==> src/rtl/mux4_tdm_gatherer.sv <==
// mux4_tdm_gatherer: merges four valid/ready channels onto one registered,
// channel-tagged output stream ({sel_a,sel_b} = source channel).
// Arbitration is round-robin by default; define MUX4_FIXED_PRIO_EN for
// fixed priority ch0 > ch1 > ch2 > ch3 (the round-robin pointer is removed).
module mux4_tdm_gatherer #(
  parameter int unsigned WIDTH = 8
) (
  input  logic             clk,
  input  logic             rst,
  input  logic [WIDTH-1:0] in0,
  input  logic [WIDTH-1:0] in1,
  input  logic [WIDTH-1:0] in2,
  input  logic [WIDTH-1:0] in3,
  input  logic             v0,
  input  logic             v1,
  input  logic             v2,
  input  logic             v3,
  output logic             rdy0,
  output logic             rdy1,
  output logic             rdy2,
  output logic             rdy3,
  output logic [WIDTH-1:0] out,
  output logic             out_valid,
  input  logic             out_ready,
  output logic             sel_a,
  output logic             sel_b
);

  typedef enum logic {
    EMPTY = 1'b0,
    FULL  = 1'b1
  } state_t;

  state_t           state;
  state_t           state_nxt;
  logic [3:0]       v_vec;
  logic [3:0]       rdy_vec;
  logic             load_en;
  logic             grant_found;
  logic [1:0]       grant;
  logic             xfer;
  logic [WIDTH-1:0] in_g;
`ifndef MUX4_FIXED_PRIO_EN
  logic [1:0]       ptr;
`endif

  assign v_vec = {v3, v2, v1, v0};
  assign {rdy3, rdy2, rdy1, rdy0} = rdy_vec;
  assign out_valid = (state == FULL);

  // Arbitration: first valid channel in search order.
`ifdef MUX4_FIXED_PRIO_EN
  always_comb begin
    grant_found = 1'b0;
    grant       = 2'd0;
    for (int i = 3; i >= 0; i--) begin
      if (v_vec[i]) begin
        grant_found = 1'b1;
        grant       = 2'(i);
      end
    end
  end
`else
  always_comb begin
    logic [1:0] cand;
    grant_found = 1'b0;
    grant       = 2'd0;
    cand        = ptr;
    for (int unsigned i = 0; i < 4; i++) begin
      cand = ptr + 2'(i);
      if (!grant_found && v_vec[cand]) begin
        grant_found = 1'b1;
        grant       = cand;
      end
    end
  end
`endif

  // Data mux for the granted channel.
  always_comb begin
    in_g = in0;
    case (grant)
      2'd0:    in_g = in0;
      2'd1:    in_g = in1;
      2'd2:    in_g = in2;
      default: in_g = in3;
    endcase
  end

  // State register.
  always_ff @(posedge clk or posedge rst) begin
    if (rst) state <= EMPTY;
    else     state <= state_nxt;
  end

  // Next state, load enable and single-hot ready (suppressed during reset).
  always_comb begin
    state_nxt = state;
    rdy_vec   = 4'b0000;
    load_en   = (state == EMPTY) || out_ready;
    xfer      = load_en && grant_found;
    if (xfer && !rst) rdy_vec = 4'b0001 << grant;
    case (state)
      EMPTY: if (grant_found) state_nxt = FULL;
      FULL:  if (out_ready) state_nxt = grant_found ? FULL : EMPTY;
      default: state_nxt = EMPTY;
    endcase
  end

  // Output word, tag and pointer; update only on a transfer.
  always_ff @(posedge clk or posedge rst) begin
    if (rst) begin
      out   <= '0;
      sel_a <= 1'b0;
      sel_b <= 1'b0;
`ifndef MUX4_FIXED_PRIO_EN
      ptr   <= 2'd0;
`endif
    end else if (xfer) begin
      out            <= in_g;
      {sel_a, sel_b} <= grant;
`ifndef MUX4_FIXED_PRIO_EN
      ptr            <= grant + 2'd1;
`endif
    end
  end

endmodule

==> config.mk <==
export PLATFORM = sky130hd
export DESIGN_NAME = mux4_tdm_gatherer
export DESIGN_NICKNAME = d
export VERILOG_FILES = /design/src/rtl/mux4_tdm_gatherer.sv
export SDC_FILE = /design/constraint.sdc
export NUM_CORES = 1
export LEC_CHECK = 0
export ABC_AREA = 0
export BUFFER_PORTS_ARGS = -buffer_cell sky130_fd_sc_hd__buf_2
export CAP_MARGIN = 20
export CORE_MARGIN = 2
export CORE_UTILIZATION = 39
export CTS_CLUSTER_SIZE = 8
export DETAILED_ROUTE_END_ITERATION = 8
export PLACE_DENSITY = 0.75
export SYNTH_ARGS = -nofsm -noshare
export SYNTH_HDL_FRONTEND = slang
export SYNTH_SLANG_ARGS = --single-unit
==> constraint.sdc <==
create_clock -name clk -period 2.4 [get_ports clk]
set_input_delay 0.24 -clock clk [delete_from_list [all_inputs] [get_ports clk]]
set_output_delay 0.24 -clock clk [all_outputs]
set_load 0.1 [all_outputs]
==> flow_summary.toml <==
[run_status]
status = "completed"

[timing]
maxSlewViolCount = 0
whs_ns = 0.0576
slew_headroom = 0.656
worst_pin_slew_ns = 0.516
grt_setup_unrepaired = "yes"
setup_viol = 0
hold_viol_final = 0
max_freq_mhz = 424
finClkSkew_ns = 0.00604
period_share = 0.984
final.min_clock_period_ns = 2.36

[die]
dieHeight_um = 53.5
start_util = 0.421
num_rows = 17
design.die.area_sq_um = 2870
coreArea_sq_um = 2280
io_pins = 54
die_width_um = 53.5

[logic_synthesis]
ys_ff_latch = 13
ys_seq_area_frac = 0.340
synth.avg_cell_area_sq_um = 10.8
netlist_area_sq_um = 957
synth_edf_count = 0
synthArstFlopShare = 1.00
syn_inst = 89
ys_types = 29
yosys_most_used_dff = "dfrtp_1"
syn_nets = 133
yosysWarnings = 0

[grt]
grt_pass1_wl_um = 3770
grt_max_degree = 14
met1_usage = 0.222
global_route.usage.met3 = 0.0556
top_usage_layer = "met2"
grt_usage = 0.184
grt_pass1_vias = 832
grt_overflow = 0
antenna_found_initial = 0
gr-usage-met2 = 0.315

[layout]
final_common_cell = "buf_2"
final_area_sq_um = 1460
antenna-diode-count = 0
stdcell_count = 175
utilization = 0.639
final_cell_mix = "buf_2 (49), inv_1 (11), dfrtp_1 (11)"
drive_above_1_share = 0.619
syn_to_final_growth_pct = 52.0
num-nets-final = 192

[worst_setup_path]
endpoint_kind = "flip-flop"
start_kind = "flip-flop"
slowest_stage = "or4_4"
cp_max_fo = 5
arrival_ns = 2.55
cp.required_ns = 2.59
path_cells = "mux2i_1, nor2_2, or4_4, ha_4, buf_6, a222oi_1, mux2i_1, mux2_4"
reg2reg_from = "ptr[1]"
crit_path_frequent_cell = "mux2i_1"
crit_path_start = "ptr[1]"
slowest_delay_ns = 0.46
criticalPathCategory = "reg -> reg"

[run]
cap_violations = 0

[placed_design]
placed_cell_area_sq_um = 1340
gp_congestion = 0.809
place_hpwl_um = 2070
dp.cells = 167
port_buffers = 53

[power]
power_density_nw_per_um2 = 1300
worst_ir_drop_vdd_uv = 1000
leakagePower_nw = 0.724

[clocking]
cts-root-buf = "clkbuf_4"
path_clk_slew_ns = 0.09
insertion_delay_ns = 0.30
cts_num_sinks = 13
clock_path_buffers = 2
tritoncts = "done"
htree_levels = 1
cts_buffers = 3
holdBufCountCts = 0

[route]
drtIter0Drc = 55
drt_wl_total_um = 2750
post-route-drc-count = 0
dr.pass1.iters = 4
vias = 953
wl_per_cell_um = 15.7
avgViaCountPerCell = 5.45
postRouteAntennaNets = 0

[hold_path]
min_path_type = "in -> async"
timing repair:
item,4_1_cts,5_1_grt
gates resized for setup,1,14
endpoints found under the setup margin,2,11
gates cloned,0,0
setup buffers,0,4
pin swaps,0,5
power breakdown:
group | total (mW) | leakage, nW | switching [mW] | internal [mW]
logic | 1.37 | 0.552 | 0.934 | 0.434
registers | 0.374 | 0.154 | 0.0616 | 0.312
clock network | 0.148 | 0.0177 | 0.0859 | 0.0622
total | 1.89 | 0.724 | 1.08 | 0.808
final cells by class:
type,count,area (sq um)
clock buffer,3,22.5
clock inverter,1,5.00
fill,186,821
inverter,11,41.3
multi-input combinational,59,644
sequential,13,330
tap,28,35.0
timing repair buffer,60,377
per-layer routing:
layer	routed length [um]	vias up
met5	0	-
met4	37	0
met3	151	4
met2	1510	35
met1	1050	466
li1	-	448
flip-flops by register name (all words and copies together), names as in the netlist:
register and cells:
out 8, ptr 2, out_valid 1, sel_a 1
sel_b 1
final timing paths:
path | to | slack, ns | depth (start not counted)
min in group clk | out[0] | 0.33 | 4
worst min-delay path | sel_a | 0.06 | 2
max in group asynchronous | out_valid | 1.95 | 2
worst max-delay path | out[6] | 0.04 | 8
worst max register to register | out[6] | 0.04 | 8
worst min register to register | out[2] | 0.51 | 1
critical path: cells and delay by family, from the launching register on:
family	cells	cell delay [ns]
multiplexers	3	0.62
AND/OR/NAND/NOR	2	0.54
flip-flops	1	0.42
AO/OA/AOI/OAI	1	0.33
adder cells (fa/ha/maj)	1	0.21
buffers and inverters	1	0.13
kinds of logic after synthesis:
family,synth area share
AND/OR/NAND/NOR,0.144
flip-flops,0.340
AO/OA/AOI/OAI,0.148
adder cells (fa/ha/maj),0.0654
buffers and inverters,0.0915
multiplexers,0.212
metrics by stage:
step | power, mW | setup slack, ns | TNS, ns
global placement | 1.61 | 0.0678 | 0
CTS | 1.78 | 0.0316 | 0
finish | 1.89 | 0.0394 | 0
global route | 1.98 | -0.0489 | -0.172
detailed placement | 1.64 | -0.00492 | -0.00492
floorplan | 1.41 | 0.0109 | 0
cell usage after synthesis (all sizes together) (2+ instances only):
cell type | number | area, sq um
a21oi | 2 | 10.0
a222oi | 8 | 80.1
buf | 3 | 35.0
clkbuf | 3 | 11.3
dfrtp | 13 | 325
ha | 5 | 62.6
inv | 11 | 41.3
mux2 | 9 | 113
mux2i | 9 | 90.1
nor2 | 3 | 11.3
nor3b | 4 | 30.0
nor4 | 2 | 27.5
o21ai | 3 | 15.0
or2 | 2 | 12.5
or2b | 3 | 22.5
No activity file was read; power rests on OpenSTA's default activity.
